**src/rtl/bmp_pixel_sink_if.sv**
```systemverilog
// Bus between the Nios PIO, the bitmap pixel sink and the pixel RAM write port.
// Macro VEGGIE_RGB565_EN narrows pix_wr_data to 16-bit RGB565.
interface bmp_pixel_sink_if #(
  parameter int ADDR_W = 12
);
`ifdef VEGGIE_RGB565_EN
  localparam int PIX_W = 16;
`else
  localparam int PIX_W = 24;
`endif

  // PIO: a word is new when bit 24 differs from the last accepted strobe; pio_ack
  // echoes that strobe once accepted. RAM: a write completes in every cycle with
  // pix_wr_en && pix_wr_ready; en/addr/data stay put while ready is low.
  logic [31:0]       pio_word;
  logic              pio_ack;
  logic              pix_wr_en;
  logic [ADDR_W-1:0] pix_wr_addr;
  logic [PIX_W-1:0]  pix_wr_data;
  logic              pix_wr_ready;
  logic              load_done;
  logic              load_err;

  modport master (
    output pio_word, pix_wr_ready,
    input  pio_ack, pix_wr_en, pix_wr_addr, pix_wr_data, load_done, load_err
  );

  modport slave (
    input  pio_word, pix_wr_ready,
    output pio_ack, pix_wr_en, pix_wr_addr, pix_wr_data, load_done, load_err
  );
endinterface

```
**src/rtl/bmp_pixel_sink.sv**
```systemverilog
// Write end of the software->video bitmap link: toggle-handshaked PIO words go through
// a small FIFO into pixel RAM. Macro VEGGIE_RGB565_EN selects RGB565 output data.
module bmp_pixel_sink #(
  parameter int IMG_W      = 64,
  parameter int IMG_H      = 64,
  parameter int ADDR_W     = 12,
  parameter int FIFO_DEPTH = 4
) (
  input  logic            Clk,
  input  logic            Reset_n,
  bmp_pixel_sink_if.slave bus,
  output logic [1:0]      state_dbg
);
  localparam int NUM_PIX = IMG_W * IMG_H;
  localparam int PTR_W   = (FIFO_DEPTH > 1) ? $clog2(FIFO_DEPTH) : 1;
  localparam int CNT_W   = $clog2(FIFO_DEPTH + 1);
  localparam int PCNT_W  = $clog2(NUM_PIX + 1);
`ifdef VEGGIE_RGB565_EN
  localparam int PIX_W = 16;
`else
  localparam int PIX_W = 24;
`endif
  localparam logic [ADDR_W-1:0] LAST_ADDR = ADDR_W'(NUM_PIX - 1);

  typedef enum logic [1:0] {IDLE = 2'd0, LOAD = 2'd1, DONE = 2'd2} state_t;

  state_t            state;
  logic [25:0]       reg_word;
  logic              last_strobe;
  logic [PCNT_W-1:0] push_cnt;
  logic [24:0]       fifo_mem [FIFO_DEPTH];
  logic [PTR_W-1:0]  rd_ptr;
  logic [PTR_W-1:0]  wr_ptr;
  logic [CNT_W-1:0]  fifo_cnt;
  logic              cur_sof;

  logic        reg_strobe, reg_sof, new_word, fifo_full, accept, push, pop;
  logic        load_slot, from_fifo, nxt_valid;
  logic [24:0] push_entry, nxt_entry;
  logic [5:0]  unused_pio;

  function automatic logic [PIX_W-1:0] to_pix(input logic [23:0] rgb);
`ifdef VEGGIE_RGB565_EN
    return {rgb[23:19], rgb[15:10], rgb[7:3]};
`else
    return rgb;
`endif
  endfunction

  assign unused_pio = bus.pio_word[31:26];
  assign state_dbg  = state;

  assign reg_strobe = reg_word[24];
  assign reg_sof    = reg_word[25];
  assign push_entry = {reg_sof, reg_word[23:0]};
  assign new_word   = reg_strobe != last_strobe;
  assign fifo_full  = fifo_cnt == CNT_W'(FIFO_DEPTH);
  assign accept     = new_word && !fifo_full;
  assign push       = accept && (reg_sof || state == LOAD);
  assign pop        = bus.pix_wr_en && bus.pix_wr_ready;

  // The presented entry stays counted in the FIFO until its write completes, so the
  // next candidate sits one slot past rd_ptr while pix_wr_en is high. When the FIFO
  // holds nothing beyond that, the word being pushed this cycle goes straight out.
  assign load_slot = !bus.pix_wr_en || pop;
  assign from_fifo = fifo_cnt > CNT_W'(bus.pix_wr_en);
  assign nxt_valid = from_fifo || push;
  assign nxt_entry = from_fifo ? fifo_mem[rd_ptr + PTR_W'(bus.pix_wr_en)] : push_entry;

  always_ff @(posedge Clk) begin
    if (push) fifo_mem[wr_ptr] <= push_entry;
  end

  always_ff @(posedge Clk or negedge Reset_n) begin
    if (!Reset_n) begin
      state           <= IDLE;
      reg_word        <= '0;
      last_strobe     <= 1'b0;
      push_cnt        <= '0;
      rd_ptr          <= '0;
      wr_ptr          <= '0;
      fifo_cnt        <= '0;
      cur_sof         <= 1'b0;
      bus.pio_ack     <= 1'b0;
      bus.pix_wr_en   <= 1'b0;
      bus.pix_wr_addr <= '0;
      bus.pix_wr_data <= '0;
      bus.load_done   <= 1'b0;
      bus.load_err    <= 1'b0;
    end else begin
      reg_word <= bus.pio_word[25:0];

      if (accept) begin
        last_strobe <= reg_strobe;
        bus.pio_ack <= reg_strobe;
        if (reg_sof) begin
          bus.load_err <= 1'b0;
          push_cnt     <= PCNT_W'(1);
          state        <= (NUM_PIX == 1) ? DONE : LOAD;
        end else if (state == LOAD) begin
          push_cnt <= push_cnt + 1'b1;
          if (push_cnt == PCNT_W'(NUM_PIX - 1)) state <= DONE;
        end else begin
          bus.load_err <= 1'b1;
        end
      end

      if (push) wr_ptr <= wr_ptr + 1'b1;
      if (pop)  rd_ptr <= rd_ptr + 1'b1;
      fifo_cnt <= fifo_cnt + CNT_W'(push) - CNT_W'(pop);

      if (load_slot) begin
        bus.pix_wr_en <= nxt_valid;
        if (nxt_valid) begin
          cur_sof         <= nxt_entry[24];
          bus.pix_wr_addr <= nxt_entry[24] ? '0 : bus.pix_wr_addr + 1'b1;
          bus.pix_wr_data <= to_pix(nxt_entry[23:0]);
        end
      end

      // A new image (accepted or reaching RAM) always wins over a stale completion.
      if (pop && bus.pix_wr_addr == LAST_ADDR) bus.load_done <= 1'b1;
      else if (pop && cur_sof)                 bus.load_done <= 1'b0;
      if (accept && reg_sof)                   bus.load_done <= 1'b0;
    end
  end
endmodule
```
**src/flat_wrapper.sv**
```systemverilog
// flat-port wrapper written by rule: the top's interface ports become plain ports
module bmp_pixel_sink_flat 
#(
  parameter int IMG_W      = 64,
  parameter int IMG_H      = 64,
  parameter int ADDR_W     = 12,
  parameter int FIFO_DEPTH = 4
)
  (Clk, Reset_n, state_dbg, bus_pio_word, bus_pix_wr_ready, bus_pio_ack, bus_pix_wr_en, bus_pix_wr_addr, bus_pix_wr_data, bus_load_done, bus_load_err);
  bmp_pixel_sink_if #(.ADDR_W(ADDR_W)) bus_i ();
  input  logic Clk;
  input  logic Reset_n;
  output logic [1:0] state_dbg;
  input wire logic [$bits(bus_i.pio_word)-1:0] bus_pio_word;
  input wire logic [$bits(bus_i.pix_wr_ready)-1:0] bus_pix_wr_ready;
  output wire logic [$bits(bus_i.pio_ack)-1:0] bus_pio_ack;
  output wire logic [$bits(bus_i.pix_wr_en)-1:0] bus_pix_wr_en;
  output wire logic [$bits(bus_i.pix_wr_addr)-1:0] bus_pix_wr_addr;
  output wire logic [$bits(bus_i.pix_wr_data)-1:0] bus_pix_wr_data;
  output wire logic [$bits(bus_i.load_done)-1:0] bus_load_done;
  output wire logic [$bits(bus_i.load_err)-1:0] bus_load_err;
  assign bus_i.pio_word = bus_pio_word;
  assign bus_i.pix_wr_ready = bus_pix_wr_ready;
  assign bus_pio_ack = bus_i.pio_ack;
  assign bus_pix_wr_en = bus_i.pix_wr_en;
  assign bus_pix_wr_addr = bus_i.pix_wr_addr;
  assign bus_pix_wr_data = bus_i.pix_wr_data;
  assign bus_load_done = bus_i.load_done;
  assign bus_load_err = bus_i.load_err;
  bmp_pixel_sink #(.IMG_W(IMG_W), .IMG_H(IMG_H), .ADDR_W(ADDR_W), .FIFO_DEPTH(FIFO_DEPTH)) u_core (.Clk(Clk), .Reset_n(Reset_n), .bus(bus_i), .state_dbg(state_dbg));
endmodule
```
**config.mk**
```make
export PLATFORM = sky130hd
export DESIGN_NAME = bmp_pixel_sink_flat
export DESIGN_NICKNAME = d
export VERILOG_FILES = /design/src/rtl/bmp_pixel_sink_if.sv /design/src/rtl/bmp_pixel_sink.sv /design/src/flat_wrapper.sv
export SDC_FILE = /design/constraint.sdc
export NUM_CORES = 1
export LEC_CHECK = 0
export ABC_CLOCK_PERIOD_IN_PS = 6300
export CELL_PAD_IN_SITES_DETAIL_PLACEMENT = 0
export CELL_PAD_IN_SITES_GLOBAL_PLACEMENT = 1
export CORE_ASPECT_RATIO = 1.75
export CORE_MARGIN = 4
export CORE_UTILIZATION = 40
export DETAILED_ROUTE_END_ITERATION = 6
export GPL_ROUTABILITY_DRIVEN = 0
export PLACE_DENSITY = 0.67
export SYNTH_ARGS = -nofsm -noshare
export SYNTH_HDL_FRONTEND = slang
export SYNTH_SLANG_ARGS = --single-unit
```
**constraint.sdc**
```tcl
create_clock -name Clk -period 6.3 [get_ports Clk]
set_input_delay 0.945 -clock Clk [delete_from_list [all_inputs] [get_ports Clk]]
set_output_delay 0.945 -clock Clk [all_outputs]
set_load 0.01 [all_outputs]
```
==> flow_summary_export.csv <==
group,metric,value,unit
status,status,"finished, final reports clean",
synthesis,syn_area_per_cell,14.6,um2
critical_path,max_stage_delay,0.95,ns
sta,setup_tns,0,ns
layout,multi_input_area,2050,um2
floorplanning,io-pin-count,77,
pwr,p_switching,1560,uW
cts,cts.path.max_buffers,2,
layout,insertedDiodeCount,0,
cts,ctsHtreeMaxLevel,4,
pwr,pwr-share-seq,39.1,%
critical_path,cp_max_fo,25,
sta,clock.fmax,0.325,GHz
cts,hold_buffers,0,
grt,grt_max_degree,58,
cts,root_buffer,"clkbuf_16",
synthesis,synth.ff_latch_count,189,
synthesis,async_flop_share,47.1,%
layout,register_area,5230,um2
critical_path,critical-path-slowest-cell,"ha_2",
grt,grt_first_pass_wirelength,24800,um
synthesis,synth_flop_cell,"edfxtp_1",
cts,cts_setup_buffers,0,
grt,grt_pass1_vias,4625,
grt,antenna_found_initial,0,
sta,setup_viol_count_final,0,
floorplanning,die_area,21000,um2
sta,clock_skew,0.00999,ns
drt,first_iter_violations,199,
placed_design,port-buffer-count,70,
critical_path,critical_path_arrival,3.40,ns
layout,instances_no_fill,831,
sta,final_max_slew_viol_count,0,
floorplanning,dieWidth,111,um
floorplanning,die_y,189,um
synthesis,synth_compound_area_share,7.27,%
sta,relSlewSlack,28.9,%
layout,final_nets,631,
layout,area_growth,20.0,%
synthesis,synth_xor_area_share,1.74,%
grt,track_usage,15.3,%
drt,wl,15600,um
drt,avgViaCountPerCell,5.31,
synthesis,synthCells,510,
cts,ctsResizeCount,0,
pwr,p_sw_share,34.7,%
grt,grt_overflow,0,
pwr,p_per_area,502,nW/um2
floorplanning,coreArea,18200,um2
synthesis,syn_area,7470,um2
worst_hold_path,min_path_type,"in2async",
critical_path,crit_type,"reg2reg",
layout,drive_gt1_share,12.7,%
cts,clk_latency,0.43,ns
layout,final_core_util,49.2,%
critical_path,r2r_setup_slack,3.22,ns
placed_design,hpwl,9660,um
drt,drc,0,
synthesis,synth_top_family_by_area,"multiplexers",
pwr,combPwrFrac,38.5,%
sta,tightest_slew,1.06,ns
cts,path_clk_slew,0.07,ns
drt,vias,4414,
drt,wire_per_inst,18.8,um
synthesis,ys_types,49,
layout,mostFrequentLayoutCells,"edfxtp_1 (100), dfrtp_1 (89), clkdlybuf4s50_1 (69)",
critical_path,startpoint_type,"register",
sta,fin_crit_sh,48.9,%
cts,cts.sinks,189,
layout,num-fill-cells,1579,
critical_path,crit_family,"multiplexers",
critical_path,cp.required,6.63,ns
synthesis,synth-simple-area-share,8.07,%
sta,rsz0062_at_grt,"false",
pwr,total_power,4500,uW
pwr,p_leak,0.00336,uW
job,maxCapViolCount,0,
layout,final_common_cell,"edfxtp_1",
drt,drt_pass1_iterations,4,
floorplanning,start_util,41.0,%
critical_path,worstSetupEndpointType,"register",
synthesis,muxShareOfSynthArea,8.17,%
pwr,intPower,2940,uW
synthesis,synth_edf_count,100,
pwr,max-vdd-ir-drop,0.232,mV
sta,fin_crit,3.08,ns
synthesis,syn_nets,557,
synthesis,ys_seq_area_share,70.0,%
critical_path,path_cells,"ha_2 -> mux4_2 -> mux2i_4 -> nand2_4 -> o31ai_1",
drt,ant_nets,0,
sta,hold_viol,0,
cts,cts_buffers,17,
cts,cts_tree,"built",
floorplanning,row_count,65,
placed_design,dp_cells,799,
critical_path,path_buf_inv,0,
synthesis,synthAdderAreaFrac,2.11,%
pwr,p_clk_share,22.4,%
synthesis,synth_warnings,0,
==> registers in the layout, indices dropped and copies added, names as in the netlist <==
name                    cells
u_core.state_dbg            2
u_core.bus.pix_wr_data     24
u_core.rd_ptr               2
u_core.fifo_mem           100
u_core.fifo_cnt             3
u_core.cur_sof              1
u_core.bus.pix_wr_en        1
u_core.wr_ptr               2
u_core.bus.load_done        1
u_core.bus.pix_wr_addr     12
u_core.bus.load_err         1
u_core.last_strobe          1
u_core.push_cnt            13
u_core.reg_word            26
==> area by class of cell <==
class	instances	share of cell area, %
sequential	189	58.4
multi-input combinational	279	22.9
timing repair buffer	79	8.54
clock buffer	20	4.87
tap	234	3.27
clock inverter	12	1.26
inverter	18	0.782
==> worst register-to-register path: cells and delay by family, from the launching register on <==
kind | cells | cell delay (ns)
adders and majority gates | 1 | 0.95
and+or+nand+nor | 1 | 0.16
muxes | 2 | 1.14
AOI/OAI and AO/OA | 1 | 0.29
DFF | 1 | 0.45
==> Yosys cell counts, drive strengths merged, types with 2 or more instances <==
cell type,n,area [um2]
nor3,8,40.0
a22oi,3,27.5
o22ai,2,12.5
o21ai,10,61.3
mux4,25,567
buf,13,85.1
and2,5,31.3
edfxtp,100,3000
o31ai,3,27.5
inv,18,70.1
ha,11,138
nor2,43,161
dfrtp,89,2230
a31oi,8,50.1
and3,7,43.8
nand3,15,75.1
a21oi,56,280
nor2b,2,12.5
nand2,47,184
clkbuf,11,41.3
xor2,6,60.1
mux2i,2,32.5
xnor2,8,70.1
nand4,4,25.0
==> power by group through the flow <==
stage | registers [uW] | logic (uW) | clock network [uW]
final | 1760 | 1730 | 1010
after global routing | 1800 | 1910 | 1080
after CTS | 1770 | 1790 | 1030
after detailed placement | 1790 | 1780 | 0
after global placement | 1770 | 1740 | 0
after floorplan | 1790 | 1200 | 0
==> metal layers <==
layer	track usage [%]	up-vias	routed length, um	share of wire, %
met3	3.25	14	555	3.6
met5	0	-	0	0
met4	5.57	0	208	1.3
met1	17.0	2298	6130	39
li1	-	2010	-	-
met2	28.6	92	8720	56
==> worst paths after layout <==
path,depth (start not counted),start,endpoint
worst min register to register,1,u_core.rd_ptr[0],u_core.rd_ptr[0]
min in group Clk,1,u_core.rd_ptr[0],u_core.rd_ptr[0]
worst max register to register,5,u_core.bus.pix_wr_en,u_core.bus.pix_wr_addr[11]
worst max-delay path,5,u_core.bus.pix_wr_en,u_core.bus.pix_wr_addr[11]
max in group asynchronous,2,Reset_n,u_core.push_cnt[1]
worst min-delay path,1,Reset_n,u_core.bus.pix_wr_addr[5]
==> cell families after synthesis <==
family                   after synthesis
flip-flops                           189
adder cells (fa/ha/maj)               12
XOR/XNOR                              14
multiplexers                          28
AND/OR/NAND/NOR                      135
AO/OA/AOI/OAI                         90
buffers and inverters                 42
==> stage by stage <==
| step | hold slack, ns | setup slack (ns) | cell area [um2] |
|---|---|---|---|
| after detailed placement | 0.497 | 3.16 | 8410 |
| after CTS | 0.463 | 3.13 | 8960 |
| after global routing | 0.486 | 2.92 | 8960 |
| final | 0.461 | 3.22 | 8960 |
| after floorplan | 0.464 | 3.94 | 7470 |
| after global placement | 0.482 | 3.23 | 8410 |
Power figures use the tool's default switching activity.
